[src/rtl/lud_nxn_seq.sv]
// lud_nxn_seq: in-place Doolittle LU (no pivoting) of an NxN Q(W-FRAC).FRAC matrix, one divider, one multiplier.
// Latency: 1 + sum over k, i>k of (W+FRAC+1 + N-k + 1) cycles start->done; zero pivot aborts early.
// Backpressure: none; start ignored unless idle. LUD_SAT_EN enables saturation and the sticky ovf flag.

module lud_nxn_seq #(
   parameter int N    = 2,
   parameter int W    = 16,
   parameter int FRAC = 8
) (
   input  logic             clk,
   input  logic             rst_n,
   input  logic             start,
   input  logic [N*N*W-1:0] A,
   output logic             busy,
   output logic             done,
   output logic             err,
   output logic             ovf,
   output logic [N*N*W-1:0] L,
   output logic [N*N*W-1:0] U
);

   localparam int DW = W + FRAC;
   localparam int XW = 2*W + FRAC + 2;
   localparam int CW = $clog2(DW + 1);
   localparam int AW = $clog2(N);
   localparam logic [AW-1:0] NM1 = AW'(N - 1);
   localparam logic [AW-1:0] NM2 = AW'(N - 2);
   localparam logic [W-1:0]  ONE = W'(1 << FRAC);
`ifdef LUD_SAT_EN
   localparam logic signed [XW-1:0] SMAX = {{(XW-W+1){1'b0}}, {(W-1){1'b1}}};
   localparam logic signed [XW-1:0] SMIN = {{(XW-W+1){1'b1}}, {(W-1){1'b0}}};
`endif

   typedef enum logic [2:0] {IDLE, DIV, UPD, NXT, FIN} state_t;

   state_t              st;
   logic signed [W-1:0] a    [N][N];
   logic signed [W-1:0] lw   [N][N];
   logic        [W-1:0] lmat [N][N];
   logic        [W-1:0] umat [N][N];
   logic [AW-1:0]       k, i, j;
   logic [CW-1:0]       cnt;
   logic [W-1:0]        rem;
   logic [DW-1:0]       quo;
   logic                ovf_r;

   logic signed [W-1:0]    piv, num;
   logic [W-1:0]           piv_mag, num_mag, r_in, rem_nx;
   logic [W:0]             shf;
   logic                   ge;
   logic [DW-1:0]          q_in, quo_nx;
   logic signed [2*W-1:0]  prod, sh;
   logic signed [XW-1:0]   qx, ax, sx, dx;
   logic [W:0]             qsat, dsat;

   // {saturation hit, W-bit result}; plain two's complement wrap when saturation is off
   function automatic logic [W:0] sat(input logic signed [XW-1:0] v);
`ifdef LUD_SAT_EN
      if (v > SMAX) return {1'b1, SMAX[W-1:0]};
      if (v < SMIN) return {1'b1, SMIN[W-1:0]};
`endif
      return {1'b0, v[W-1:0]};
   endfunction

   always_comb begin
      piv     = a[k][k];
      num     = a[i][k];
      piv_mag = piv[W-1] ? -piv : piv;
      num_mag = num[W-1] ? -num : num;
      // first divider step pulls the operands straight from the working array
      q_in    = (cnt == '0) ? {num_mag, {FRAC{1'b0}}} : quo;
      r_in    = (cnt == '0) ? '0 : rem;
      shf     = {r_in, q_in[DW-1]};
      ge      = shf >= {1'b0, piv_mag};
      rem_nx  = ge ? shf[W-1:0] - piv_mag : shf[W-1:0];
      quo_nx  = {q_in[DW-2:0], ge};
      qx      = $signed({{(XW-DW){1'b0}}, quo});
      if (num[W-1] ^ piv[W-1]) qx = -qx;
      prod    = lw[i][k] * a[k][j];
      sh      = prod >>> FRAC;
      ax      = a[i][j];
      sx      = sh;
      dx      = ax - sx;
      qsat    = sat(qx);
      dsat    = sat(dx);
   end

   always_ff @(posedge clk or negedge rst_n) begin
      if (!rst_n) begin
         st    <= IDLE;
         busy  <= 1'b0;
         done  <= 1'b0;
         err   <= 1'b0;
         ovf_r <= 1'b0;
         k     <= '0;
         i     <= '0;
         j     <= '0;
         cnt   <= '0;
         rem   <= '0;
         quo   <= '0;
         for (int r = 0; r < N; r++) begin
            for (int c = 0; c < N; c++) begin
               a[r][c]    <= '0;
               lw[r][c]   <= '0;
               lmat[r][c] <= (r == c) ? ONE : '0;
               umat[r][c] <= '0;
            end
         end
      end else begin
         done <= 1'b0;
         case (st)
            IDLE: if (start) begin
               for (int r = 0; r < N; r++)
                  for (int c = 0; c < N; c++)
                     a[r][c] <= A[(r*N+c)*W +: W];
               err   <= 1'b0;
               ovf_r <= 1'b0;
               k     <= '0;
               i     <= AW'(1);
               cnt   <= '0;
               busy  <= 1'b1;
               st    <= DIV;
            end
            DIV: begin
               if (cnt == '0 && piv == '0) begin
                  err  <= 1'b1;
                  busy <= 1'b0;
                  done <= 1'b1;
                  st   <= FIN;
               end else if (cnt == CW'(DW)) begin
                  lw[i][k] <= qsat[W-1:0];
                  ovf_r    <= ovf_r | qsat[W];
                  j        <= k;
                  cnt      <= '0;
                  st       <= UPD;
               end else begin
                  rem <= rem_nx;
                  quo <= quo_nx;
                  cnt <= cnt + CW'(1);
               end
            end
            UPD: begin
               a[i][j] <= dsat[W-1:0];
               ovf_r   <= ovf_r | dsat[W];
               if (j == NM1) st <= NXT;
               else          j  <= j + AW'(1);
            end
            NXT: begin
               if (i < NM1) begin
                  i  <= i + AW'(1);
                  st <= DIV;
               end else if (k < NM2) begin
                  k  <= k + AW'(1);
                  i  <= k + AW'(2);
                  st <= DIV;
               end else begin
                  // publish on entry to FIN so L/U are already valid while done is high
                  for (int r = 0; r < N; r++) begin
                     for (int c = 0; c < N; c++) begin
                        lmat[r][c] <= (r == c) ? ONE : (r > c) ? lw[r][c] : '0;
                        umat[r][c] <= (c >= r) ? a[r][c] : '0;
                     end
                  end
                  busy <= 1'b0;
                  done <= 1'b1;
                  st   <= FIN;
               end
            end
            FIN:     st <= IDLE;
            default: st <= IDLE;
         endcase
      end
   end

   assign ovf = ovf_r;

   for (genvar r = 0; r < N; r++) begin : g_row
      for (genvar c = 0; c < N; c++) begin : g_col
         assign L[(r*N+c)*W +: W] = lmat[r][c];
         assign U[(r*N+c)*W +: W] = umat[r][c];
      end
   end

endmodule

[config.mk]
export PLATFORM = sky130hd
export DESIGN_NAME = lud_nxn_seq
export DESIGN_NICKNAME = d
export VERILOG_FILES = /design/src/rtl/lud_nxn_seq.sv
export SDC_FILE = /design/constraint.sdc
export NUM_CORES = 1
export LEC_CHECK = 0
export CORE_UTILIZATION = 35
export DETAILED_ROUTE_END_ITERATION = 7
export GPL_TIMING_DRIVEN = 0
export PLACE_DENSITY = 0.62
export RECOVER_POWER = 50
export SLEW_MARGIN = 30
export SYNTH_ARGS = -nofsm -noshare
export SYNTH_HDL_FRONTEND = slang
export SYNTH_SLANG_ARGS = --single-unit
[constraint.sdc]
create_clock -name clk -period 9.5 [get_ports clk]
set_clock_uncertainty 0.05 [all_clocks]
set_input_delay 1.9 -clock clk [delete_from_list [all_inputs] [get_ports clk]]
set_output_delay 1.9 -clock clk [all_outputs]
set_load 0.05 [all_outputs]
==> reports/metrics.yaml, run 1 <==
status:
  status: "complete, but fails checks"
  violations: "max-capacitance violations, max-slew violations"
drt:
  postRouteAntennaNets: 0
  wl_per_cell_um: 21.2
  drt_wl_total_mm: 68.2
  first_pass_iters: 8
  route.detailed.drc: 0
  vias_per_cell: 5.23
  drt-initial-drc-count: 1474
  num_vias: 16800
critical_path:
  required_ns: 9.91
  worstPathArrival_ns: 9.55
  worstSetupPathType: "flip-flop to flip-flop"
  slowest_delay_ns: 0.61
  crit_path_frequent_cell: "fa_1"
  cp-start-kind: "flip-flop"
  end_kind: "flip-flop"
  path_max_fanout: 10
  crit_slowest_cell: "clkbuf_1"
yosys:
  synth_flop_cell: "dfrtp_1"
  synthCells: 2207
  synth.distinct_cells: 76
  synth-edff-count: 0
  yosysWarnings: 0
  syn_area_per_cell_sq_um: 9.11
  ys_seq_elements: 213
  syn_area_sq_um: 20100
  ys_seq_area_share_pct: 26.5
  synthArstFlopShare_pct: 100
clocking:
  htreeDepth: 1
  numCtsBuffers: 25
  clk_pin_slew_ns: 0.06
  clockBufferDepth: 3
  cts_tree: "yes"
  cts-root-buf: "clkbuf_16"
  cts_hold_buf: 0
  cts.sinks: 213
  clkLatencyLatePin_ns: 0.57
floorplanning:
  initial_core_util_pct: 35.5
  fp.dieW_um: 242
  io_pins: 199
  dieArea_sq_um: 58400
  core_region_area_sq_um: 56600
  die_y_um: 242
  fp-row-count: 87
timing:
  timing.final.crit_share_pct: 96.3
  max_clock_freq_ghz: 0.109
  final.setup.worst_slack_ns: 0.353
  setup_viol: 0
  worst_pin_slew_ns: 4.14
  drv_slew: 218
  slew_headroom_pct: -176
  hold_viol: 0
  period_needed_ns: 9.15
grt:
  track_usage_pct: 23.2
  antenna_found_initial: 0
  grt_pass1_vias: 17300
  grt_overflow: 0
  grt_pass1_wl_mm: 104
  grt_max_degree: 81
layout:
  mostFrequentLayoutCell: "inv_1"
  drive_gt1_share_pct: 12.4
  layout_common_cells: "264 x inv_1, 254 x nor2_1, 231 x nand2_1"
  diodes: 0
  nets: 2800
  synthToLayoutAreaGrowth_pct: 18.8
run:
  cap_violations: 3
min_path:
  hp-class: "flip-flop to flip-flop"
placement:
  place.gp.congestion: 0.955
  hpwl_mm: 54.7
  io_buffers: 133
  pre_cts_ws_ns: -1.70
[metal layers]
metal,routed length [um],up-vias,part of all wire [%],global-route usage [%]
li1,-,7562,-,-
met1,29800,8339,44,32.0
met2,30700,757,45,37.1
met3,5050,131,7.4,3.31
met4,2620,0,3.8,8.39
met5,0,-,0,0
[state kept, by name, summed over array words and instances (netlist names)]
register  count
a            64
U            48
lw           32
quo          24
L            16
rem          16
cnt           5
st            3
busy          1
done          1
err           1
i             1
j             1
[worst max-delay path: cells and delay by family (launching register included)]
family                   cells  cell delay (ns)
adder cells (fa/ha/maj)      8             3.64
AO/OA/AOI/OAI               10             2.45
buffers and inverters        8             1.51
XOR/XNOR                     2             0.39
flip-flops                   1             0.37
multiplexers                 1             0.36
AND/OR/NAND/NOR              2             0.25
[final cells by class]
type | instances | area, sq um
buffer | 156 | 927
clock buffer | 28 | 667
clock inverter | 15 | 181
fill | 5547 | 32700
inverter | 267 | 1000
multi-input combinational | 1627 | 13400
sequential | 213 | 5330
tap | 756 | 946
timing repair buffer | 149 | 1470
[final timing paths]
kind,end,from,cells after the start,slack [ns]
setup reg to reg,a[63],a[57],31,0.35
hold reg to reg,U[0],U[0],2,0.44
min in group asynchronous,U[0],rst_n,1,2.47
hold / removal,U[0],U[0],2,0.44
setup / recovery,a[63],a[57],31,0.35
max in group asynchronous,L[42],rst_n,2,1.70
[stage by stage]
stage               hold slack (ns)  cell area, sq um  setup TNS [ns]  utilization, %  cells
floorplan                     0.394             20300               0               -   2270
CTS                           0.437             23800               0            42.1   3210
detailed placement            0.420             22700          -32.71            40.1   3161
global route                  0.466             23900         -0.0673            42.2   3211
global placement              0.413             22600         -589.37            39.9   3159
finish                        0.439             23900               0            42.2   3211
[timing repair]
item,in CTS,in global routing
buffers inserted,10,3
gates resized for setup,40,23
endpoints found under the setup margin,36,28
cloned,0,1
pin swaps,2,3
[logic make-up after synthesis]
kind of cell,after synthesis,share of synthesized area [%]
flip-flops,213,26.5
AND/OR/NAND/NOR,639,13.7
AO/OA/AOI/OAI,352,10.7
other,2,0.0374
adder cells (fa/ha/maj),294,25.3
buffers and inverters,430,9.53
multiplexers,174,9.50
XOR/XNOR,103,4.63
[synthesized netlist by cell type, drive strengths merged, types with 12 or more instances]
| library cell | number | area share (%) |
|---|---|---|
| nand2 | 232 | 4.3 |
| nor2 | 256 | 4.8 |
| ha | 106 | 6.6 |
| and2 | 18 | 0.56 |
| nor3 | 26 | 0.65 |
| clkbuf | 71 | 1.3 |
| o21ai | 103 | 2.6 |
| xnor2 | 61 | 2.7 |
| a211oi | 18 | 0.67 |
| inv | 266 | 5.0 |
| mux2 | 97 | 5.5 |
| mux2i | 77 | 4.0 |
| xor2 | 40 | 1.7 |
| a22oi | 16 | 0.60 |
| o31ai | 15 | 0.59 |
| dfrtp | 213 | 27 |
| a21oi | 125 | 3.1 |
| or2 | 15 | 0.47 |
| buf | 92 | 3.2 |
| and3 | 12 | 0.37 |
| nand3 | 24 | 0.60 |
| fa | 188 | 19 |
Power of run 1 is left out: the tool's default activity adds up to more than one toggle a clock period on the data nets, which glitch-free logic cannot reach.
==> run 2, diff against run 1 <==
--- a/config.mk
+++ b/config.mk
@@ -5,10 +5,10 @@
 export SDC_FILE = /design/constraint.sdc
 export NUM_CORES = 1
 export LEC_CHECK = 0
-export CORE_UTILIZATION = 35
+export CORE_UTILIZATION = 59
 export DETAILED_ROUTE_END_ITERATION = 7
 export GPL_TIMING_DRIVEN = 0
-export PLACE_DENSITY = 0.62
+export PLACE_DENSITY = 0.91
 export RECOVER_POWER = 50
 export SLEW_MARGIN = 30
 export SYNTH_ARGS = -nofsm -noshare
==> run 2 against run 1 <==
- the run still ends with max-capacitance violations, max-slew violations left
- via count increased by 5.0%
- register-to-register slack about the same
- setup slack got worse by 0.0066 ns
- utilization increased by 28 points
- flip-flop and latch count unchanged
- critical endpoint is now a[30]
- largest cell class unchanged
==> reports/metrics.yaml, run 2 (synthesis results as in run 1) <==
critical_path:
  worstPathArrival_ns: 9.49  # was 9.55 ns
  path_buf_inv: 11  # was 8
  slowest_delay_ns: 0.54  # was 0.61 ns
  path_max_fanout: 10  # unchanged
  cp_top_family: "adder cells"  # unchanged
  end_kind: "flip-flop"  # unchanged
  required_ns: 9.84  # was 9.91 ns
  cp-start-kind: "flip-flop"  # unchanged
  worstSetupPathType: "flip-flop to flip-flop"  # unchanged
  crit_path_frequent_cell: "fa_1"  # unchanged
  crit_slowest_cell: "fa_1"  # was clkbuf_1
timing:
  hold_viol: 0  # unchanged
  holdWs_ns: 0.436  # was 0.439 ns
  period_needed_ns: 9.15  # about the same
  worst_pin_slew_ns: 4.13  # was 4.14 ns
  rsz0062_at_grt: "false"
  max_clock_freq_ghz: 0.109  # about the same
  timing.final.crit_share_pct: 96.4  # was 96.3%
  slew_headroom_pct: -175  # was -176%
  setup_viol: 0  # unchanged
  drv_slew: 137  # was 218
floorplanning:
  io_pins: 199  # unchanged
  die_y_um: 187  # was 242 um
  fp.dieW_um: 187  # was 242 um
  initial_core_util_pct: 59.9  # was 35.5%
  core_region_area_sq_um: 33500  # was 56600 sq um
  fp-row-count: 67  # was 87
  dieArea_sq_um: 34800  # was 58400 sq um
clocking:
  cts.sinks: 213  # unchanged
  numCtsBuffers: 25  # unchanged
  clkLatencyLatePin_ns: 0.55  # was 0.57 ns
  htreeDepth: 1  # unchanged
  cts_tree: "yes"  # unchanged
  cts-root-buf: "clkbuf_16"  # unchanged
  clk_pin_slew_ns: 0.06  # about the same
  clockBufferDepth: 3  # unchanged
layout:
  nets: 2808  # was 2800
  synthToLayoutAreaGrowth_pct: 17.3  # was 18.8%
  fillCellCount: 2600  # was 5547
  diodes: 0  # unchanged
  finalInstanceArea_sq_um: 23600  # was 23900 sq um
  mostFrequentLayoutCell: "inv_1"  # unchanged
  drive_gt1_share_pct: 12.9  # was 12.4%
  layout_common_cells: "264 x inv_1, 255 x nor2_1, 231 x nand2_1"  # was 264 x inv_1, 254 x nor2_1, 231 x nand2_1
  regMostFlops: "a"  # unchanged
  largest_reg_flops: 64  # unchanged
drt:
  num_vias: 17600  # was 16800
  first_pass_iters: 5  # was 8
  wl_per_cell_um: 23.1  # was 21.2 um
  route.detailed.drc: 0  # unchanged
  postRouteAntennaNets: 0  # unchanged
  drt_wl_total_mm: 67.1  # was 68.2 mm
  vias_per_cell: 6.06  # was 5.23
  drt-initial-drc-count: 2000  # was 1474
min_path:
  hp-class: "flip-flop to flip-flop"  # unchanged
placement:
  place.gp.congestion: 0.990  # was 0.955
  hpwl_mm: 52.0  # was 54.7 mm
  io_buffers: 133  # unchanged
  postPlaceCellArea_sq_um: 22300  # was 22700 sq um
grt:
  grt_max_degree: 80  # was 81
  grt_overflow: 0  # unchanged
  antenna_found_initial: 1  # was 0
  track_usage_pct: 39.0  # was 23.2%
  grt_pass1_wl_mm: 104  # about the same
  grt_pass1_vias: 17800  # was 17300
run:
  cap_violations: 2  # was 3
status:
  status: "complete, but fails checks"  # unchanged
  violations: "max-capacitance violations, max-slew violations"  # unchanged
==> run 2: repair_timing <==
item / 4_1_cts / 5_1_grt
endpoints found under the hold margin: 0 / 0
setup buffers: 9 / 11
endpoints found under the setup margin: 36 / 24
hold buffers: 0 / 0
pin swaps: 2 / 6
resized for setup: 37 / 41
==> run 2: metrics by stage <==
stage / setup WS [ns] / TNS [ns] / util [%] / cells
2_1_floorplan: 0.718 / 0 / - / 2270
3_3_place_gp: -2.38 / -529.17 / 66.3 / 2851
3_5_place_dp: -1.71 / -27.88 / 66.6 / 2853
4_1_cts: 0.00715 / 0 / 69.7 / 2905
5_1_grt: 0.0315 / 0 / 70.3 / 2912
6_report: 0.347 / 0 / 70.3 / 2912
==> run 2: worst register-to-register path: cells and delay by family, from the launching register on <==
kind | cells | cell delay, ns
adder cells (fa/ha/maj) | 8 | 3.55
AO/OA/AOI/OAI | 5 | 1.43
AND/OR/NAND/NOR | 3 | 0.55
XOR/XNOR | 1 | 0.40
multiplexers | 2 | 0.75
flip-flops | 1 | 0.37
buffers and inverters | 11 | 1.90
==> run 2: area by class of cell <==
class | instances | area (sq um) | area share (%)
Inverter | 267 | 1000 | 4.25
Clock inverter | 14 | 161 | 0.685
Buffer | 158 | 951 | 4.03
Tap cell | 448 | 561 | 2.38
Timing Repair Buffer | 155 | 1510 | 6.39
Clock buffer | 30 | 664 | 2.82
Multi-Input combinational cell | 1627 | 13400 | 56.8
Sequential cell | 213 | 5330 | 22.6
==> run 2: metal layers <==
metal  vias up  track usage [%]  wire [um]
li1       7583                -          -
met1      8690             52.5      26000
met2      1151             61.0      30500
met3       207             7.49       7030
met4         2             18.5       3570
met5         -                0          9
==> run 2: path summary, 6_finish.rpt <==
path / startpoint / end / slack (ns) / cells after the start
min in group asynchronous: rst_n / U[10] / 2.43 / 1
min reg2reg: U[15] / U[15] / 0.44 / 2
max: i / a[30] / 0.35 / 30
max in group asynchronous: rst_n / lw[19] / 1.74 / 2
min: U[15] / U[15] / 0.44 / 2
max reg2reg: i / a[30] / 0.35 / 30
Power of run 2 is left out for the same reason.
